--- src/rtl/f1_reaction_timer.sv ---
// F1 start-light reaction timer: measures ms from lights-out to button press, flags jump starts/timeouts.
// Optional best-time tracking output enabled by defining F1_BEST_TIME_EN.
module f1_reaction_timer #(
  parameter logic [15:0] CYCLES_PER_MS = 16'd10000,
  parameter int          RES_W         = 10
) (
  input  logic             clk,
  input  logic             rst,
  input  logic [7:0]       lights,
  input  logic             btn,
  input  logic             ack,
  output logic [RES_W-1:0] result_ms,
  output logic             result_valid,
  output logic             jump_start,
  output logic             timeout,
`ifdef F1_BEST_TIME_EN
  output logic [RES_W-1:0] best_ms,
`endif
  output logic             busy
);

  typedef enum logic [1:0] {
    S_IDLE   = 2'd0,
    S_ARMED  = 2'd1,
    S_TIMING = 2'd2,
    S_DONE   = 2'd3
  } state_t;

  localparam logic [RES_W-1:0] MS_MAX = {RES_W{1'b1}};
  localparam logic [RES_W-1:0] MS_ONE = {{(RES_W-1){1'b0}}, 1'b1};

  state_t           state_q, state_d;
  logic             sync1_q, sync2_q, sync3_q;
  logic [7:0]       lights_q;
  logic [15:0]      pre_q, pre_d;
  logic [RES_W-1:0] ms_q, ms_d;
  logic [RES_W-1:0] res_q, res_d;
  logic             jump_q, jump_d;
  logic             tout_q, tout_d;
  logic             valid_q, valid_d;
  logic             busy_q, busy_d;
  logic             press_s;
  logic             lights_out_s;
  logic             wrap_s;
  logic             lights_on_s;

  assign press_s      = sync2_q & ~sync3_q;
  assign lights_on_s  = (lights != 8'd0);
  assign lights_out_s = (lights_q != 8'd0) && !lights_on_s;
  assign wrap_s       = (pre_q == (CYCLES_PER_MS - 16'd1));

  // State register plus button synchroniser, edge history and light history
  always_ff @(posedge clk or posedge rst) begin
    if (rst) begin
      state_q  <= S_IDLE;
      sync1_q  <= 1'b0;
      sync2_q  <= 1'b0;
      sync3_q  <= 1'b0;
      lights_q <= 8'd0;
    end else begin
      state_q  <= state_d;
      sync1_q  <= btn;
      sync2_q  <= sync1_q;
      sync3_q  <= sync2_q;
      lights_q <= lights;
    end
  end

  // Next-state logic with the measurement datapath it controls
  always_comb begin
    state_d = state_q;
    pre_d   = 16'd0;
    ms_d    = ms_q;
    res_d   = res_q;
    jump_d  = jump_q;
    tout_d  = tout_q;
    case (state_q)
      S_IDLE: begin
        if (lights_on_s) state_d = S_ARMED;
        else             state_d = S_IDLE;
      end
      S_ARMED: begin
        // A press coinciding with lights-out still counts as anticipation
        if (press_s) begin
          state_d = S_DONE;
          res_d   = {RES_W{1'b0}};
          jump_d  = 1'b1;
          tout_d  = 1'b0;
        end else if (lights_out_s) begin
          state_d = S_TIMING;
          ms_d    = {RES_W{1'b0}};
        end else begin
          state_d = S_ARMED;
        end
      end
      S_TIMING: begin
        if (press_s) begin
          state_d = S_DONE;
          res_d   = ms_q;
          jump_d  = 1'b0;
          tout_d  = 1'b0;
        end else if (lights_on_s) begin
          state_d = S_ARMED;
        end else if (wrap_s) begin
          if (ms_q == MS_MAX) begin
            state_d = S_DONE;
            res_d   = MS_MAX;
            jump_d  = 1'b0;
            tout_d  = 1'b1;
          end else begin
            state_d = S_TIMING;
            ms_d    = ms_q + MS_ONE;
          end
        end else begin
          state_d = S_TIMING;
          pre_d   = pre_q + 16'd1;
        end
      end
      S_DONE: begin
        if (ack) begin
          state_d = lights_on_s ? S_ARMED : S_IDLE;
          jump_d  = 1'b0;
          tout_d  = 1'b0;
        end else begin
          state_d = S_DONE;
        end
      end
      default: begin
        state_d = S_IDLE;
      end
    endcase
  end

  // Output decode from the next state so status flags are registered alongside it
  always_comb begin
    valid_d = (state_d == S_DONE);
    busy_d  = (state_d == S_ARMED) || (state_d == S_TIMING);
  end

  // Datapath and output registers
  always_ff @(posedge clk or posedge rst) begin
    if (rst) begin
      pre_q   <= 16'd0;
      ms_q    <= {RES_W{1'b0}};
      res_q   <= {RES_W{1'b0}};
      jump_q  <= 1'b0;
      tout_q  <= 1'b0;
      valid_q <= 1'b0;
      busy_q  <= 1'b0;
    end else begin
      pre_q   <= pre_d;
      ms_q    <= ms_d;
      res_q   <= res_d;
      jump_q  <= jump_d;
      tout_q  <= tout_d;
      valid_q <= valid_d;
      busy_q  <= busy_d;
    end
  end

`ifdef F1_BEST_TIME_EN
  logic [RES_W-1:0] best_q, best_d;

  // Best time only improves on a genuine reaction, captured as the result lands
  always_comb begin
    if ((state_q != S_DONE) && (state_d == S_DONE) && !jump_d && !tout_d && (res_d < best_q)) begin
      best_d = res_d;
    end else begin
      best_d = best_q;
    end
  end

  // Best-time register, cleared only by reset
  always_ff @(posedge clk or posedge rst) begin
    if (rst) best_q <= MS_MAX;
    else     best_q <= best_d;
  end

  assign best_ms = best_q;
`endif

  assign result_ms    = res_q;
  assign result_valid = valid_q;
  assign jump_start   = jump_q;
  assign timeout      = tout_q;
  assign busy         = busy_q;

endmodule

--- config.mk ---
export PLATFORM = sky130hd
export DESIGN_NAME = f1_reaction_timer
export DESIGN_NICKNAME = d
export VERILOG_FILES = /design/src/rtl/f1_reaction_timer.sv
export SDC_FILE = /design/constraint.sdc
export NUM_CORES = 1
export LEC_CHECK = 0
export ABC_CLOCK_PERIOD_IN_PS = 2800
export BUFFER_PORTS_ARGS = -buffer_cell sky130_fd_sc_hd__buf_2
export CAP_MARGIN = 40
export CORE_ASPECT_RATIO = 2
export CORE_MARGIN = 2
export CORE_UTILIZATION = 55
export CTS_CLUSTER_DIAMETER = 200
export DETAILED_ROUTE_END_ITERATION = 8
export GPL_ROUTABILITY_DRIVEN = 0
export PLACE_DENSITY = 0.75
export SLEW_MARGIN = 15
export SYNTH_ARGS = -nofsm -noshare
export SYNTH_HDL_FRONTEND = slang
export SYNTH_SLANG_ARGS = --single-unit
--- constraint.sdc ---
create_clock -name clk -period 2.8 [get_ports clk]
set_input_delay 0.14 -clock clk [delete_from_list [all_inputs] [get_ports clk]]
set_output_delay 0.14 -clock clk [all_outputs]
set_load 0.005 [all_outputs]
# Word-level counts from Yosys, hierarchy flattened
# Index checks and enable logic that the tools add are counted.
# totals
out_inout_bits	14
regBits	53
inputBits	12
mem_bits_ro	0
memories	0
latchBits	0
wordCells	85
ramBits	0
# classes
n_mul	0
n_div	0
magnitude_cmp	0
bitwise	2
eq_ne	19
add_sub_neg	2
reduce_logical	11
muxes	39
shift	0
# op_table
op	count
two-way mux 10 bit	11
two-way mux 16 bit	4
case mux 10 bit (2 select lines)	2
adder 16 x 1 -> 16 bit, second input constant	1
== test 16 x 14 -> 1 bit, second input constant	1
inequality test 2 bit, second input constant	8
nonzero test 8 bit	2
two-way mux 1 bit	13
two-way mux 2 bit	6
adder 10 x 1 -> 10 bit, second input constant	1
== test 10 bit, second input constant	1
inequality test 3 bit, second input constant	3
== test 2 bit, second input constant	4
case mux 2 bit (4 select lines)	1
AND reduction 7 bit	1
case mux 1 bit (3 select lines)	2
AND reduction 6 bit	1
AND reduction 5 bit	1
== test 2 x 1 -> 1 bit, second input constant	2
nonzero test 3 bit	1
zero test 2 bit	1
nonzero test 2 bit	1
AND 1 bit	1
logical AND 1 bit	1
other kinds (3)	3

# Longest topological paths before layout
# Gate-level depths: netlist of the first run.
# logic_depth
ltp_word	8
ltp_mapped	8
mapped_depth_nobuf	7

# Least setup slack after synthesis of the first run
# Ideal clock, no wire load.
# synth_path
kind	flip-flop to flip-flop
startpoint	register pre_q[0]
endpoint	register res_q[0] (netlist: result_ms[0])
setup_ns	0.079
path_stages_with_launch	9
path_buffers	2
t_required_ns	2.721
t_arrival_ns	1.882
setup_slack_ns	0.838
period_less_slack_ns	1.962
path_cell_list	dfrtp_1 ha_1 and3_1 and4_1 buf_2 and4b_1 o31ai_1 buf_6 mux2i_1
# synth_between
elab_chain_cells	3
# synth_lines
element	line	text
start: declaration	35	logic [15:0] pre_q, pre_d;
start signal: assignment	151	pre_q <= pre_d;
== test 16 x 14 -> 1 bit	50	assign wrap_s = (pre_q == (CYCLES_PER_MS - 16'd1));
inequality test 3 bit (no line)	-	
AND reduction 5 bit (no line)	-	
end signal: assignment	145	res_q <= {RES_W{1'b0}};
end signal: assignment	153	res_q <= res_d;
end: declaration	37	logic [RES_W-1:0] res_q, res_d;
# No other way between the ends.
# A chain may end at the register's enable or synchronous reset.

# Worst setup path in the final report of the first run
# layout_path
startpoint	register state_q[0]
endpoint	register ms_q[7]
# layout_between
elab_chain_cells	3
word_cells_on_any_way	11
cone_classes	eq/ne: 8; mux: 1; reduce/logical: 2
# layout_lines
element	line	text
start: declaration	32	state_t state_q, state_d;
start signal: assignment	61	state_q <= state_d;
== test 2 bit or == test 2 x 1 -> 1 bit (tied branches)	77	case (state_q)
inequality test 2 bit (no line) or nonzero test 2 bit (tied branches)	-	
AND reduction 7 bit (no line)	-	
end signal: assignment	144	ms_q <= {RES_W{1'b0}};
end signal: assignment	152	ms_q <= ms_d;
end: declaration	36	logic [RES_W-1:0] ms_q, ms_d;
# Parallel ways exist; a longest one is shown, timed or not.

==> summary.md, run 1 <==
| Metric | Value |
|---|---|
| Std cell rows | `35` |
| CP Capture Type | `flip-flop` |
| Number of nets still failing antenna checks after routing | `0` |
| Most frequent cells in the layout | `53 x dfrtp_1, 25 x buf_2, 24 x nor2_1` |
| EDFF count, synth | `0` |
| Relative slew slack | `44.1%` |
| Commonest non-fill, non-tap cell in the layout | `dfrtp_1` |
| Final hold vios | `0` |
| Max VDD drop | `about 0.41 mV` |
| Leak | `~1.4 nW` |
| Clk_skew | `0.0105 ns` |
| Post-synth top area share | `between 50 and 60%` |
| CTS tree | `built` |
| First DRT Iteration DRCs | `37` |
| WP data arrival | `around 2.5 ns` |
| Sink Count | `53` |
| Nets | `between 300 and 400` |
| Ys flop type | `dfrtp_1` |
| Final wirelength | `5530 um` |
| Die area | `0.00534 sq mm` |
| H-tree depth | `2` |
| Vias | `2,004` |
| Yosys cell types | `47` |
| Setup_tns | `0 ns` |
| Largest net degree at the start of global routing | `29` |
| HPWL after DPL | `~4000 um` |
| Cell taking the most area after synthesis | `dfrtp_1` |
| Number of CTS-inserted buffers | `5` |
| Seq/Total Area, Yosys | `just over 50%` |
| Worst Setup Path Type | `reg -> reg` |
| Drc violations | `0` |
| RSZ-0062 raised after global routing | `no` |
| Yosys warns | `0` |
| PnR Total Power | `between 2 and 2.5 mW` |
| Cell Area, Synth | `~0.0026 sq mm` |
| Tcrit/Tclk final | `between 80% and 90%` |
| R2R Setup Slk | `0.51 ns` |
| Fin crit period | `roughly 2.3 ns` |
| Vias per cell | `a little under 6` |
| # diodes | `0` |
| Required time of the critical path | `approximately 3 ns` |
| CTS Buffer Depth | `2` |
| Area delta synth->final | `16.5%` |
| # setup viols final | `0` |
| Yosys reg bits | `between 50 and 60` |
| Vias in the first global route | `a little over 2,000` |
| DIE HEIGHT | `between 100 and 150 um` |
| Global route overflow | `0` |
| Least-Margin Pin Slew | `between 0.8 and 0.9 ns` |
| Initial Util | `56.7%` |
| CTS Root Cell | `clkbuf_8` |
| Total GRT Usage | `a little under a quarter` |
| Syn Area/Cell | `about 10 sq um` |
| Achievable Freq | `436 MHz` |
| Count of boundary I/O pins | `26` |
| Worst-Skew Late Latency | `just over 0.3 ns` |
| Clock transition at path regs | `0.09 ns` |
| Initial antenna violation count | `0` |
| Die width | `52.7 um` |
| Cell Pwr Density | `670 mW/mm^2` |
| Finished Cell Area | `just over 0.003 sq mm` |
| Mapped Cells | `249` |
| Fin. max-slew vios | `0` |
| # fillers | `between 300 and 400` |
| Status | `completed` |
| Max_cap viols | `0` |
| Resized Gates After CTS | `0` |
| FFs w/ async S/R, synth | `100%` |
| Worst setup SP type | `flip-flop` |
| Hold Path Class | `in -> reg` |
| PortBufs | `25` |
| Layout cells sized above 1 | `approximately 17%` |
| First-pass DRT Iterations | `4` |
| Wire length per cell | `about 16 um` |
| Leading post-synthesis cells by cell area | `dfrtp_1 51%, mux2i_1 4.2%, nor2_1 3.5%, ha_1 3.4%, nand3_1 3.1%` |
| Core area | `between 0.004 and 0.005 sq mm` |
| First-pass GRT wire length | `9340 um` |
| Largest fanout on the critical path | `14` |
| Post-DP Area | `roughly 0.0028 sq mm` |
| Fin util | `between 60 and 70%` |
| Syn nets | `268` |
[worst max-delay path, cell delays in order (launching register included)]
cell and delay, ns:
dfrtp_1 0.41, inv_1 0.09, ha_1 0.43, nand3_1 0.14, a311oi_1 0.56, nand3_1 0.24, o211ai_1 0.21, nand3_1 0.09
[cells in the mapped netlist, types with 3 or more instances]
cell type	count
nand4_1	4
a31oi_1	9
nand2b_1	3
a31o_2	3
a41oi_1	4
nand2_1	7
nor2b_1	5
a21oi_1	4
xor2_1	6
mux2i_1	11
xnor2_1	8
and2_1	3
and4_1	4
nor2_1	24
ha_1	7
and3_1	10
nor4_1	3
o21ai_0	11
dfrtp_1	53
nand3_1	16
clkbuf_1	6
inv_1	17
[layout make-up]
| cell class | count | area, sq um | share of cell area (%) |
|---|---|---|---|
| clock buffer | 7 | 86.3 | 2.84 |
| sequential | 53 | 1330 | 43.7 |
| inverter | 17 | 63.8 | 2.10 |
| multi-input combinational | 170 | 1180 | 38.8 |
| timing repair buffer | 41 | 283 | 9.31 |
| tap | 55 | 68.8 | 2.27 |
| clock inverter | 1 | 30.0 | 0.988 |
[routing by layer]
| metal | GRT usage [%] | part of all wire, % | vias to the layer above |
|---|---|---|---|
| met5 | 0 | 0 | - |
| met4 | 11.2 | 2.4 | 0 |
| met3 | 3.24 | 1.8 | 10 |
| met2 | 43.5 | 57 | 35 |
| met1 | 24.8 | 39 | 987 |
| li1 | - | - | 972 |
[through the flow]
step                cells  hold WS [ns]  worst slack (ns)
CTS                   344         0.193             0.572
global route          344         0.231             0.389
global placement      325         0.248             0.636
detailed placement    326         0.230             0.600
floorplan             249         0.171             0.838
finish                344         0.202             0.505
[worst paths after layout]
kind	startpoint	to	cells after the start
max in group asynchronous	rst	ms_q[5]	4
setup / recovery	state_q[0]	ms_q[7]	7
hold reg to reg	sync1_q	sync2_q	0
min in group asynchronous	rst	jump_start	3
hold / removal	ack	state_q[1]	3
setup reg to reg	state_q[0]	ms_q[7]	7
[power breakdown]
group	switching (mW)	internal (mW)	leakage, nW
Combinational	0.360	0.264	0.651
Clock	0.244	0.292	0.0585
Sequential	0.0335	0.841	0.703
[state kept, by name, summed over array words and instances (netlist names)]
| register | flops |
|---|---|
| busy | 1 |
| jump_start | 1 |
| lights_q | 8 |
| ms_q | 10 |
| pre_q | 16 |
| result_ms | 10 |
| result_valid | 1 |
| state_q | 2 |
| sync1_q | 1 |
| sync2_q | 1 |
| sync3_q | 1 |
| timeout | 1 |
[cells by family (layout without fill, tap and decap cells)]
| kind of cell | count (synthesis) | count (layout) | synth area share [%] |
|---|---|---|---|
| XOR/XNOR | 14 | 14 | 4.70 |
| buffers and inverters | 26 | 66 | 4.12 |
| flip-flops | 53 | 53 | 50.8 |
| AND/OR/NAND/NOR | 88 | 88 | 19.2 |
| AO/OA/AOI/OAI | 50 | 50 | 13.6 |
| adder cells (fa/ha/maj) | 7 | 7 | 3.36 |
| multiplexers | 11 | 11 | 4.22 |
[what timing repair did]
action	4_1_cts	5_1_grt
hold buffers	10	0
endpoints found under the hold margin	34	0
setup buffers	0	0
No activity file was read; power rests on OpenSTA's default activity.
==> inputs of run 2 (changes only) <==
- ABC_CLOCK_PERIOD_IN_PS: 2800 -> 2100
- CORE_UTILIZATION: 55 -> 53
- PLACE_DENSITY: 0.75 -> 0.76
- clock period: 2.8 -> 2.1 ns (I/O delays scaled with it)
==> summary.md, run 2 (same netlist as run 1, synthesis figures left out) <==
| Metric | Value |
|---|---|
| Status | `completed` |
| Placed cell count | `340` |
| Worst-Skew Late Latency | `slightly above 0.3 ns` |
| Worst Setup Path Type | `in -> reg` |
| Non-filler cells, final | `between 300 and 400` |
| Switching Fraction | `around 33%` |
| Most frequent cells in the layout | `53 x dfrtp_1, 25 x buf_2, 24 x nor2_1` |
| Worst setup SP type | `primary input` |
| Wire length per cell | `15.9 um` |
| H-tree depth | `2` |
| Leak | `about 1.5 nW` |
| Area delta synth->final | `20.8%` |
| Largest net degree at the start of global routing | `54` |
| Number of flip-flops in the largest register | `16` |
| Max_cap viols | `0` |
| Layout cells sized above 1 | `between 20% and 30%` |
| Cell Pwr Density | `~840 mW/mm^2` |
| Nets | `about 320` |
| Relative slew slack | `a little over two thirds` |
| RSZ-0062 raised after global routing | `yes` |
| DIE HEIGHT | `around 100 um` |
| Hold Path Class | `in -> reg` |
| Required time of the critical path | `around 2.3 ns` |
| Std cell rows | `36` |
| Clock transition at path regs | `roughly 0.090 ns` |
| Tcrit/Tclk final | `99.1%` |
| Int Pwr | `~1.8 mW` |
| Vias per cell | `roughly 5.8` |
| CTS tree | `built` |
| # diodes | `0` |
| CP Capture Type | `flip-flop` |
| Largest fanout on the critical path | `6` |
| Number of nets still failing antenna checks after routing | `0` |
| Least-Margin Pin Slew | `around 0.45 ns` |
| Fin. max-slew vios | `0` |
| Die area | `between 0.005 and 0.006 sq mm` |
| Final hold vios | `0` |
| Vias in the first global route | `about 2,200` |
| Fin crit period | `roughly 2.1 ns` |
| HPWL after DPL | `~4200 um` |
| First-pass GRT wire length | `approximately 9700 um` |
| PortBufs | `25` |
| Count of boundary I/O pins | `26` |
| First DRT Iteration DRCs | `39` |
| Hold slack | `about 0.13 ns` |
| Number of CTS-inserted buffers | `5` |
| Initial Util | `a little over half` |
| Core area | `around 0.0048 sq mm` |
| Initial antenna violation count | `0` |
| Final wirelength | `~5700 um` |
| Global route overflow | `0` |
| Net load switching power | `a little under 900 uW` |
| Commonest non-fill, non-tap cell in the layout | `dfrtp_1` |
| # setup viols final | `0` |
| Die width | `roughly 54 um` |
| Share of power burned in registers | `44.3%` |
| Vias | `approximately 2,100` |
| Sink Count | `53` |
| CTS Root Cell | `clkbuf_8` |
| First-pass DRT Iterations | `4` |
| WP data arrival | `between 2 and 2.5 ns` |
| Clk_skew | `roughly 0.0086 ns` |
| Most flops, register | `pre_q` |
| Max VDD drop | `between 0.5 and 0.6 mV` |
| CTS Buffer Depth | `2` |
| Setup_tns | `0 ns` |
| Drc violations | `0` |
| Total GRT Usage | `between 20% and 30%` |
| Combinational fraction of design power | `34.5%` |
| Achievable Freq | `around 480 MHz` |
| Clock Power Share | `around a fifth` |
| # fillers | `381` |
## run 2: cell types whose count changed in the layout (fill, tap and decap cells not counted), sizes merged
cell,delta
buf,+14
clkbuf,+1
bufinv,-1
## run 2: what timing repair did
action	in CTS	in global routing
resized for setup	0	15
endpoints found under the setup margin	0	19
endpoints found under the hold margin	62	0
buffers inserted	0	1
hold buffers	10	0
## run 2: layout make-up
| cell class | count | area [sq um] | area share [%] |
|---|---|---|---|
| Sequential cell | 53 | 1330 | 42.1 |
| Multi-Input combinational cell | 170 | 1210 | 38.5 |
| Timing Repair Buffer | 55 | 395 | 12.5 |
| Clock buffer | 8 | 80.1 | 2.54 |
| Tap cell | 57 | 71.3 | 2.26 |
| Inverter | 17 | 63.8 | 2.02 |
## run 2: path summary, 6_finish.rpt
kind | startpoint | to | slack (ns) | cells after the start
worst max-delay path | lights[6] | busy | 0.02 | 7
worst min-delay path | ack | state_q[1] | 0.13 | 3
worst max register to register | ms_q[0] | result_ms[1] | 0.12 | 7
worst min register to register | sync1_q | sync2_q | 0.35 | 0
max in group asynchronous | rst | lights_q[4] | 1.48 | 4
min in group asynchronous | rst | ms_q[1] | 0.38 | 4
## run 2: worst max-delay path, stage by stage
cell	delay (ns)
dlygate4sd3_1	0.53
buf_2	0.13
or4_4	0.57
a211oi_4	0.28
a21oi_2	0.17
a2bb2oi_2	0.20
ha_1	0.30
## run 2: per-layer routing
layer	vias up	track usage [%]	part of all wire, %
met5	-	0	0
met4	0	15.6	5.6
met1	1024	23.6	37
li1	1002	-	-
met3	23	4.74	2.6
met2	46	44.2	55
## run 2: power groups by stage
stage | sequential, mW | combinational, mW | clock (mW)
CTS | 1.17 | 0.831 | 0.570
global route | 1.18 | 0.995 | 0.609
floorplan | 1.20 | 0.540 | 0
finish | 1.17 | 0.910 | 0.557
global placement | 1.19 | 0.794 | 0
detailed placement | 1.19 | 0.816 | 0
## run 2: stage by stage
stage               setup WS, ns  power, mW  area (sq um)  util (%)
floorplan                  0.138       1.74          2610         -
global placement           0.126       1.98          2910      60.5
detailed placement        0.0691       2.00          2910      60.5
CTS                       0.0289       2.57          3090      64.2
global route             -0.0402       2.79          3150      65.4
finish                    0.0184       2.63          3150      65.4
